===== config.mk =====
export PLATFORM = sky130hd
export DESIGN_NAME = fifo_wr_arbiter
export DESIGN_NICKNAME = d
export VERILOG_FILES = /design/src/rtl/fifo_wr_arbiter.sv
export SDC_FILE = /design/constraint.sdc
export NUM_CORES = 1
export LEC_CHECK = 0
export ABC_AREA = 0
export ABC_CLOCK_PERIOD_IN_PS = 1800
export BUFFER_PORTS_ARGS = -buffer_cell sky130_fd_sc_hd__buf_2
export CAP_MARGIN = 10
export CORE_ASPECT_RATIO = 0.5
export CORE_UTILIZATION = 38
export DETAILED_ROUTE_END_ITERATION = 10
export PLACE_DENSITY = 0.88
export SETUP_SLACK_MARGIN = 0.05
export SYNTH_ARGS = -nofsm -noshare
export SYNTH_HDL_FRONTEND = slang
export SYNTH_SLANG_ARGS = --single-unit

===== constraint.sdc =====
create_clock -name sys_clk -period 1.8 [get_ports sys_clk]
set_input_delay 0.27 -clock sys_clk [delete_from_list [all_inputs] [get_ports sys_clk]]
set_output_delay 0.27 -clock sys_clk [all_outputs]
set_load 0.01 [all_outputs]

===== src/rtl/fifo_wr_arbiter.sv =====
// fifo_wr_arbiter: round-robin arbiter sharing one FIFO write port between
// NUM_REQ producers. A granted producer streams beats through a one-entry
// output register that drives the FIFO write strobe and data.
// Optional feature macro: FIFO_ARB_BURST_EN. When defined, a grant may carry
// up to BURST_LEN beats. When undefined, every grant carries exactly one beat.
module fifo_wr_arbiter #(
  parameter int unsigned DATA_WIDTH = 32,
  parameter int unsigned NUM_REQ    = 4,
  parameter int unsigned BURST_LEN  = 4
) (
  input  logic                          sys_clk,
  input  logic                          sys_rst,
  input  logic [NUM_REQ-1:0]            req_valid,
  input  logic [NUM_REQ*DATA_WIDTH-1:0] req_data,
  output logic [NUM_REQ-1:0]            req_ready,
  input  logic                          fifo_full,
  output logic                          fifo_wr_en,
  output logic [DATA_WIDTH-1:0]         fifo_wr_data,
  output logic                          grant_valid,
  output logic [$clog2(NUM_REQ)-1:0]    grant_id
);

  localparam int unsigned IW = $clog2(NUM_REQ);
  // Counter is sized for BURST_LEN in both builds so one layout serves both.
  localparam int unsigned CW = $clog2(BURST_LEN + 1);
`ifdef FIFO_ARB_BURST_EN
  localparam int unsigned BurstLimit = BURST_LEN;
`else
  localparam int unsigned BurstLimit = 1;
`endif

  typedef enum logic [0:0] {StIdle, StGrant} state_e;

  state_e                r_state, w_state_next;
  logic [IW-1:0]         r_rr_ptr, w_rr_ptr_next;
  logic [CW-1:0]         r_beat_cnt, w_beat_cnt_next;
  logic                  r_out_valid, w_out_valid_next;
  logic [DATA_WIDTH-1:0] r_wr_data, w_wr_data_next;
  logic                  r_grant_valid;
  logic [IW-1:0]         r_grant_id, w_grant_id_next;

  logic [DATA_WIDTH-1:0] w_req_data [NUM_REQ];
  logic                  w_pick_found;
  logic [IW-1:0]         w_pick_idx;
  logic                  w_in_grant;
  logic                  w_slot_free;
  logic                  w_gnt_valid;
  logic                  w_accept;
  logic [CW-1:0]         w_beat_inc;
  logic                  w_last_beat;
  logic [IW-1:0]         w_rr_after;

  for (genvar gi = 0; gi < NUM_REQ; gi++) begin : g_unpack
    assign w_req_data[gi] = req_data[gi*DATA_WIDTH +: DATA_WIDTH];
  end

  assign w_in_grant  = (r_state == StGrant);
  // Output register can take a beat if empty or draining this cycle.
  assign w_slot_free = ~r_out_valid | ~fifo_full;
  assign w_gnt_valid = req_valid[r_grant_id];
  assign w_accept    = w_in_grant & w_gnt_valid & w_slot_free;
  assign w_beat_inc  = r_beat_cnt + CW'(1);
  assign w_last_beat = (w_beat_inc == CW'(BurstLimit));
  assign w_rr_after  = (r_grant_id == IW'(NUM_REQ - 1)) ? '0 : r_grant_id + IW'(1);

  assign fifo_wr_en   = r_out_valid & ~fifo_full;
  assign fifo_wr_data = r_wr_data;
  assign grant_valid  = r_grant_valid;
  assign grant_id     = r_grant_id;

  // Pick the first requester at or above rr_ptr, wrapping modulo NUM_REQ.
  always_comb begin : p_pick
    int unsigned idx;
    logic [IW-1:0] cand;
    idx          = 0;
    cand         = '0;
    w_pick_found = 1'b0;
    w_pick_idx   = '0;
    for (int unsigned i = 0; i < NUM_REQ; i++) begin
      idx = 32'(r_rr_ptr) + i;
      if (idx >= NUM_REQ) idx = idx - NUM_REQ;
      cand = IW'(idx);
      if (!w_pick_found && req_valid[cand]) begin
        w_pick_found = 1'b1;
        w_pick_idx   = cand;
      end
    end
  end

  // Only the granted producer may be ready, and only when the slot is free.
  always_comb begin
    req_ready = '0;
    if (w_in_grant) req_ready[r_grant_id] = w_slot_free;
  end

  // FSM next state, grant bookkeeping and round-robin pointer update.
  always_comb begin
    w_state_next    = r_state;
    w_rr_ptr_next   = r_rr_ptr;
    w_beat_cnt_next = r_beat_cnt;
    w_grant_id_next = r_grant_id;
    unique case (r_state)
      StIdle: begin
        if (w_pick_found) begin
          w_grant_id_next = w_pick_idx;
          w_beat_cnt_next = '0;
          w_state_next    = StGrant;
        end
      end
      StGrant: begin
        if (w_accept) w_beat_cnt_next = w_beat_inc;
        // A full FIFO only stalls; release needs burst end or a dropped valid.
        if ((w_accept && w_last_beat) || !w_gnt_valid) begin
          w_state_next  = StIdle;
          w_rr_ptr_next = w_rr_after;
        end
      end
      default: w_state_next = StIdle;
    endcase
  end

  // Output register: accept loads a beat, a drain without accept empties it.
  always_comb begin
    w_out_valid_next = r_out_valid;
    w_wr_data_next   = r_wr_data;
    if (w_accept) begin
      w_out_valid_next = 1'b1;
      w_wr_data_next   = w_req_data[r_grant_id];
    end else if (fifo_wr_en) begin
      w_out_valid_next = 1'b0;
    end
  end

  // State registers with asynchronous reset; a held beat is discarded.
  always_ff @(posedge sys_clk or posedge sys_rst) begin
    if (sys_rst) begin
      r_state       <= StIdle;
      r_rr_ptr      <= '0;
      r_beat_cnt    <= '0;
      r_out_valid   <= 1'b0;
      r_wr_data     <= '0;
      r_grant_valid <= 1'b0;
      r_grant_id    <= '0;
    end else begin
      r_state       <= w_state_next;
      r_rr_ptr      <= w_rr_ptr_next;
      r_beat_cnt    <= w_beat_cnt_next;
      r_out_valid   <= w_out_valid_next;
      r_wr_data     <= w_wr_data_next;
      r_grant_valid <= (w_state_next == StGrant);
      r_grant_id    <= w_grant_id_next;
    end
  end

endmodule


# --- Word level (Yosys, flattened, before mapping) ---
# Index checks and enable logic that the tools add are counted.
word_totals:
  ff_bits: 41
  latch_bits: 0
  ram_bits: 0
  mem_bits_ro: 0
  inputBits: 135
  out_inout_bits: 40
  wordCells: 90
  mem_count: 0
classes:
  addsub: 9
  n_mul: 0
  div: 0
  order_cmp: 11
  eq_ne: 4
  shift: 0
  muxes: 37
  bitwise: 9
  reduce_logical: 14
op_table:
  columns: ["op", "n"]
  rows:
  - ["32-bit binary-select mux with 2-bit select", 1]
  - ["32-bit two-way mux", 2]
  - ["2-bit two-way mux", 9]
  - ["2-bit by 3-bit < comparator with 1-bit output, second input constant", 5]
  - ["1-bit two-way mux", 14]
  - ["3-bit greater-or-equal comparator, second input constant", 4]
  - ["1-bit binary-select mux with 2-bit select", 5]
  - ["2-bit by 1-bit subtractor with 2-bit output, second input constant", 4]
  - ["2-bit by 2-bit adder with 3-bit output, second input constant", 2]
  - ["3-bit two-way mux", 2]
  - ["3-bit case mux with 2 select lines", 1]
  - ["2-bit AND reduction", 3]
  - ["1-bit logical AND", 5]
  - ["4-bit bitwise AND", 1]
  - ["1-bit zero test", 4]
  - ["4-bit two-way mux", 1]
  - ["2-bit by 1-bit adder with 3-bit output, second input constant", 1]
  - ["3-bit by 1-bit adder with 3-bit output, second input constant", 1]
  - ["1-bit bitwise AND", 3]
  - ["3-bit by 1-bit == test with 1-bit output, second input constant", 1]
  - ["2-bit by 3-bit greater-or-equal comparator with 1-bit output, second input constant", 1]
  - ["1-bit inverter", 3]
  - ["2-bit inverter with 3-bit output", 1]
  - ["2-bit by 1-bit adder with 2-bit output, second input constant", 1]
  - ["other kinds (9)", 9]

# --- Depth between registers and ports, before layout ---
depth:
  word_depth: 16
  depth_mapped: 7
  ltp_nobuf: 6

# --- Least setup slack after synthesis ---
# OpenSTA, ideal clock, no wires.
synth_timing:
  path_kind: "register to register"
  startpoint: "reg r_grant_id[0], in the netlist grant_id[0]"
  endpoint: "reg r_wr_data[10], in the netlist fifo_wr_data[10]"
  setup_time_ns: 0.125
  t_arrival_ns: 1.795
  required_ns: 1.675
  setup_slack_ns: -0.120
  path_stages_with_launch: 7
  path_buffers: 3
  synth_period_minus_slack_ns: 1.920
  path_cell_list: "dfrtp_1 > buf_6 > mux4_2 > nand3_2 > buf_12 > buf_12 > mux2_4"
synth_via:
  elab_chain_len: 4
  elab_cells_between_ends: 8
  cone_classes: "mux: 5; bitwise: 3"
synth_rtl:
  columns: ["element", "line", "rtl"]
  rows:
  - ["start, declared", "40", "logic [IW-1:0] r_grant_id, w_grant_id_next;"]
  - ["start signal, assigned", "151", "r_grant_id <= w_grant_id_next;"]
  - ["1-bit binary-select mux with 2-bit select / 2-bit inverter with 3-bit output (equally long branches)", "60, 128", null]
  - ["1-bit two-way mux (not written as such) / 32-bit binary-select mux with 2-bit select (equally long branches)", "60, 128", null]
  - ["1-bit bitwise AND / 32-bit two-way mux (equally long branches) (2 in series)", "61, 128", null]
  - ["end signal, assigned", "149", "r_wr_data <= w_wr_data_next;"]
  - ["end, declared", "38", "logic [DATA_WIDTH-1:0] r_wr_data, w_wr_data_next;"]
# Parallel ways exist; a longest one is shown, timed or not. The select of a mux whose other input is x is not followed.
# A chain may end at the register's enable or synchronous reset.

# --- Worst setup path in the final report ---
layout_timing:
  startpoint: "reg r_grant_id[0], in the netlist grant_id[0]"
  endpoint: "reg r_wr_data[30], in the netlist fifo_wr_data[30]"
# The elaborated chain is that of the path after synthesis.

==> summary.md <==
| Metric | Value |
|---|---|
| Status | `finished, violations left` |
| Violated checks | `DRC` |
| Largest family of logic cells by synthesized area | `multiplexers` |
| Synth Area in Compound Gates | `3.88%` |
| Final Max Slew Viols | `0` |
| Routed WL | `8.10 mm` |
| Worst slew pin tran | `557 ps` |
| Post-route minimum period | `1780 ps` |
| CTS buffer count | `5` |
| Yosys reg bits | `41` |
| Synthesized area per cell | `15.4 sq um` |
| CTS max path bufs | `2` |
| Tot Pwr | `6.70 mW` |
| Core area | `6700 sq um` |
| Vias after detailed routing | `2,358` |
| Final Hold Vio Count | `0` |
| Synth top area cells | `dfrtp_1 (39%), mux4_2 (28%), mux2_2 (8.5%), mux2_4 (8.0%), ha_1 (2.8%)` |
| Clock skew | `3.45 ps` |
| RSZ-0062 raised after global routing | `yes` |
| Commonest cells after routing, fill and taps aside | `buf_2 (174), dfrtp_1 (39), mux4_2 (33)` |
| Number of detailed-route iterations in the first pass | `7` |
| Tcrit/Tclk final | `98.9%` |
| Final WS setup | `19.9 ps` |
| First-pass GRT wire length | `11.8 mm` |
| CTS root buf | `clkbuf_16` |
| H-tree levels | `2` |
| # rows | `21` |
| GPL Wtd Cong | `0.778` |
| CTS tree | `yes` |
| Post-Place Setup Slack | `45.4 ps` |
| PwrDens | `1690 nW/um^2` |
| Pleak | `1.98 nW` |
| Synth Area in Simple Gates | `4.45%` |
| Cells after synthesis | `172` |
| Reg2Reg Depth | `4` |
| Clock-pin slew on the worst setup and hold paths | `60 ps` |
| Via-to-Cell Ratio | `5.21` |
| Most common cell after layout, fill and taps aside | `buf_2` |
| Fillers | `499` |
| Xor-xnor portion of the synthesized cell area | `0%` |
| Clk_lat worst skew | `280 ps` |
| Wirelength per Cell | `17.9 um` |
| Mux contribution to synthesized area | `44.6%` |
| Initial antenna violation count | `0` |
| Dominant cell type by area after synthesis | `dfrtp_1` |
| Number of global-route vias before repair | `2,238` |
| Routed Antenna Nets | `0` |
| GRT overflow | `0` |
| Area grow syn2layout | `49.9%` |
| CP required | `1960 ps` |
| Final setup viols | `0` |
| Syn. warnings | `0` |
| Crit Path Category | `reg -> reg` |
| Hpwl dp | `5.84 mm` |
| Synth Area in Adders | `2.84%` |
| GR Util All Layers | `21.3%` |
| PortBufs | `174` |
| Height of the chip | `61.0 um` |
| DR iter-0 viols | `184` |
| Maximum vdd drop | `0.615 mV` |
| Top cell type's share of synthesized area | `38.8%` |
| F_max | `0.562 GHz` |
| DIE AREA | `7310 sq um` |
| I/O Pins | `175` |
| Worst hold path type | `in -> async` |
| Max-cap violations | `0` |
| Setup crit end kind | `flip-flop` |
| Largest net degree at the start of global routing | `25` |
| Syn_nets | `313` |
| Sequential fraction of the synthesis area | `38.8%` |
| Starting Density | `39.4%` |
| Clock Sinks | `41` |
| Post-Synthesis Cell Area | `2640 sq um` |
| Worst slew margin | `62.8%` |
| Yosys cell types | `32` |
| Final net count | `501` |
| Share of cells above drive strength 1 | `75.9%` |
| Number of remaining DRC errors | `1` |
| Ant. Diodes | `0` |
| Critical path arrival | `1940 ps` |
| CP Launch Type | `flip-flop` |
| CP max FO | `5` |
| Die span in x | `120 um` |
==> power breakdown <==
part,switching (mW),leakage (nW),internal (mW)
logic,1.63,1.41,2.24
registers,0.376,0.486,1.41
clock network,0.349,0.0841,0.693
==> critical path: stages (launching register included) <==
cell and delay, ps:
dfrtp_2 420, mux4_2 560, nand3_4 150, buf_4 180, mux2_2 350
==> per-layer routing <==
layer / up-vias / track usage, % / part of all wire [%]
met5: - / 0 / 0
met4: 0 / 6.25 / 1.2
met3: 12 / 3.48 / 3.1
met2: 57 / 37.7 / 55
met1: 1238 / 27.7 / 41
li1: 1051 / - / -
==> cells by family after synthesis <==
logic type / after synthesis
flops: 41
mux: 67
fa+ha+maj: 6
compound gates: 15
simple gates: 21
buf+inv: 22
==> path summary, 6_finish.rpt <==
kind / slack [ps] / to / from
setup / recovery: 20 / fifo_wr_data[30]$_DFFE_PP0P_ / grant_id[0]$_DFFE_PP0P_
hold / removal: 30 / fifo_wr_data[1]$_DFFE_PP0P_ / sys_rst
setup reg to reg: 20 / fifo_wr_data[30]$_DFFE_PP0P_ / grant_id[0]$_DFFE_PP0P_
hold reg to reg: 500 / fifo_wr_data[14]$_DFFE_PP0P_ / fifo_wr_data[14]$_DFFE_PP0P_
max in group asynchronous: 1190 / fifo_wr_data[15]$_DFFE_PP0P_ / sys_rst
min in group sys_clk: 420 / r_out_valid$_DFFE_PP0P_ / fifo_full
==> cells in the mapped netlist (all sizes together) <==
cell type / count
o22ai: 2
and3: 4
o221ai: 1
nor2b: 2
a21boi: 1
buf: 10
o21ai: 5
clkbuf: 2
mux2: 34
nor2: 2
inv: 10
dfrtp: 41
nand3: 3
and4b: 1
mux4: 33
a31o: 1
ha: 6
o31ai: 1
nand2: 6
a21oi: 1
nor3b: 1
o41ai: 1
o21a: 1
nand2b: 2
a21o: 1
==> repair_timing <==
item | CTS | global route
buffers inserted | 2 | 4
gates cloned | 0 | 2
hold buffers | 0 | 0
pin swaps | 0 | 1
resized for setup | 5 | 4
endpoints found under the setup margin | 27 | 39
==> final cells by class <==
type	instances	area [sq um]	area share [%]
clock inverter	1	30.0	0.758
timing repair buffer	193	1110	28.1
clock buffer	7	143	3.60
tap	92	115	2.91
inverter	10	37.5	0.948
multi-input combinational	109	1500	37.8
sequential	41	1030	26.0
==> registers in the layout, summed over array words and instances (netlist names) <==
| name | flops |
|---|---|
| fifo_wr_data | 32 |
| grant_id | 2 |
| grant_valid | 1 |
| r_beat_cnt | 3 |
| r_out_valid | 1 |
| r_rr_ptr | 2 |
==> per-stage QoR <==
step	utilization, %	instance area, sq um	hold slack, ps	TNS, ps	std cells
6_report	59.1	3960	31.5	0	453
5_1_grt	59.1	3960	77.8	-12.9	453
4_1_cts	57.7	3860	47.7	0	447
3_5_place_dp	54.6	3660	337	0	437
3_3_place_gp	54.6	3660	330	0	437
2_1_floorplan	-	2640	473	-2450	172
Note: power is estimated with default switching activity, not from simulation.
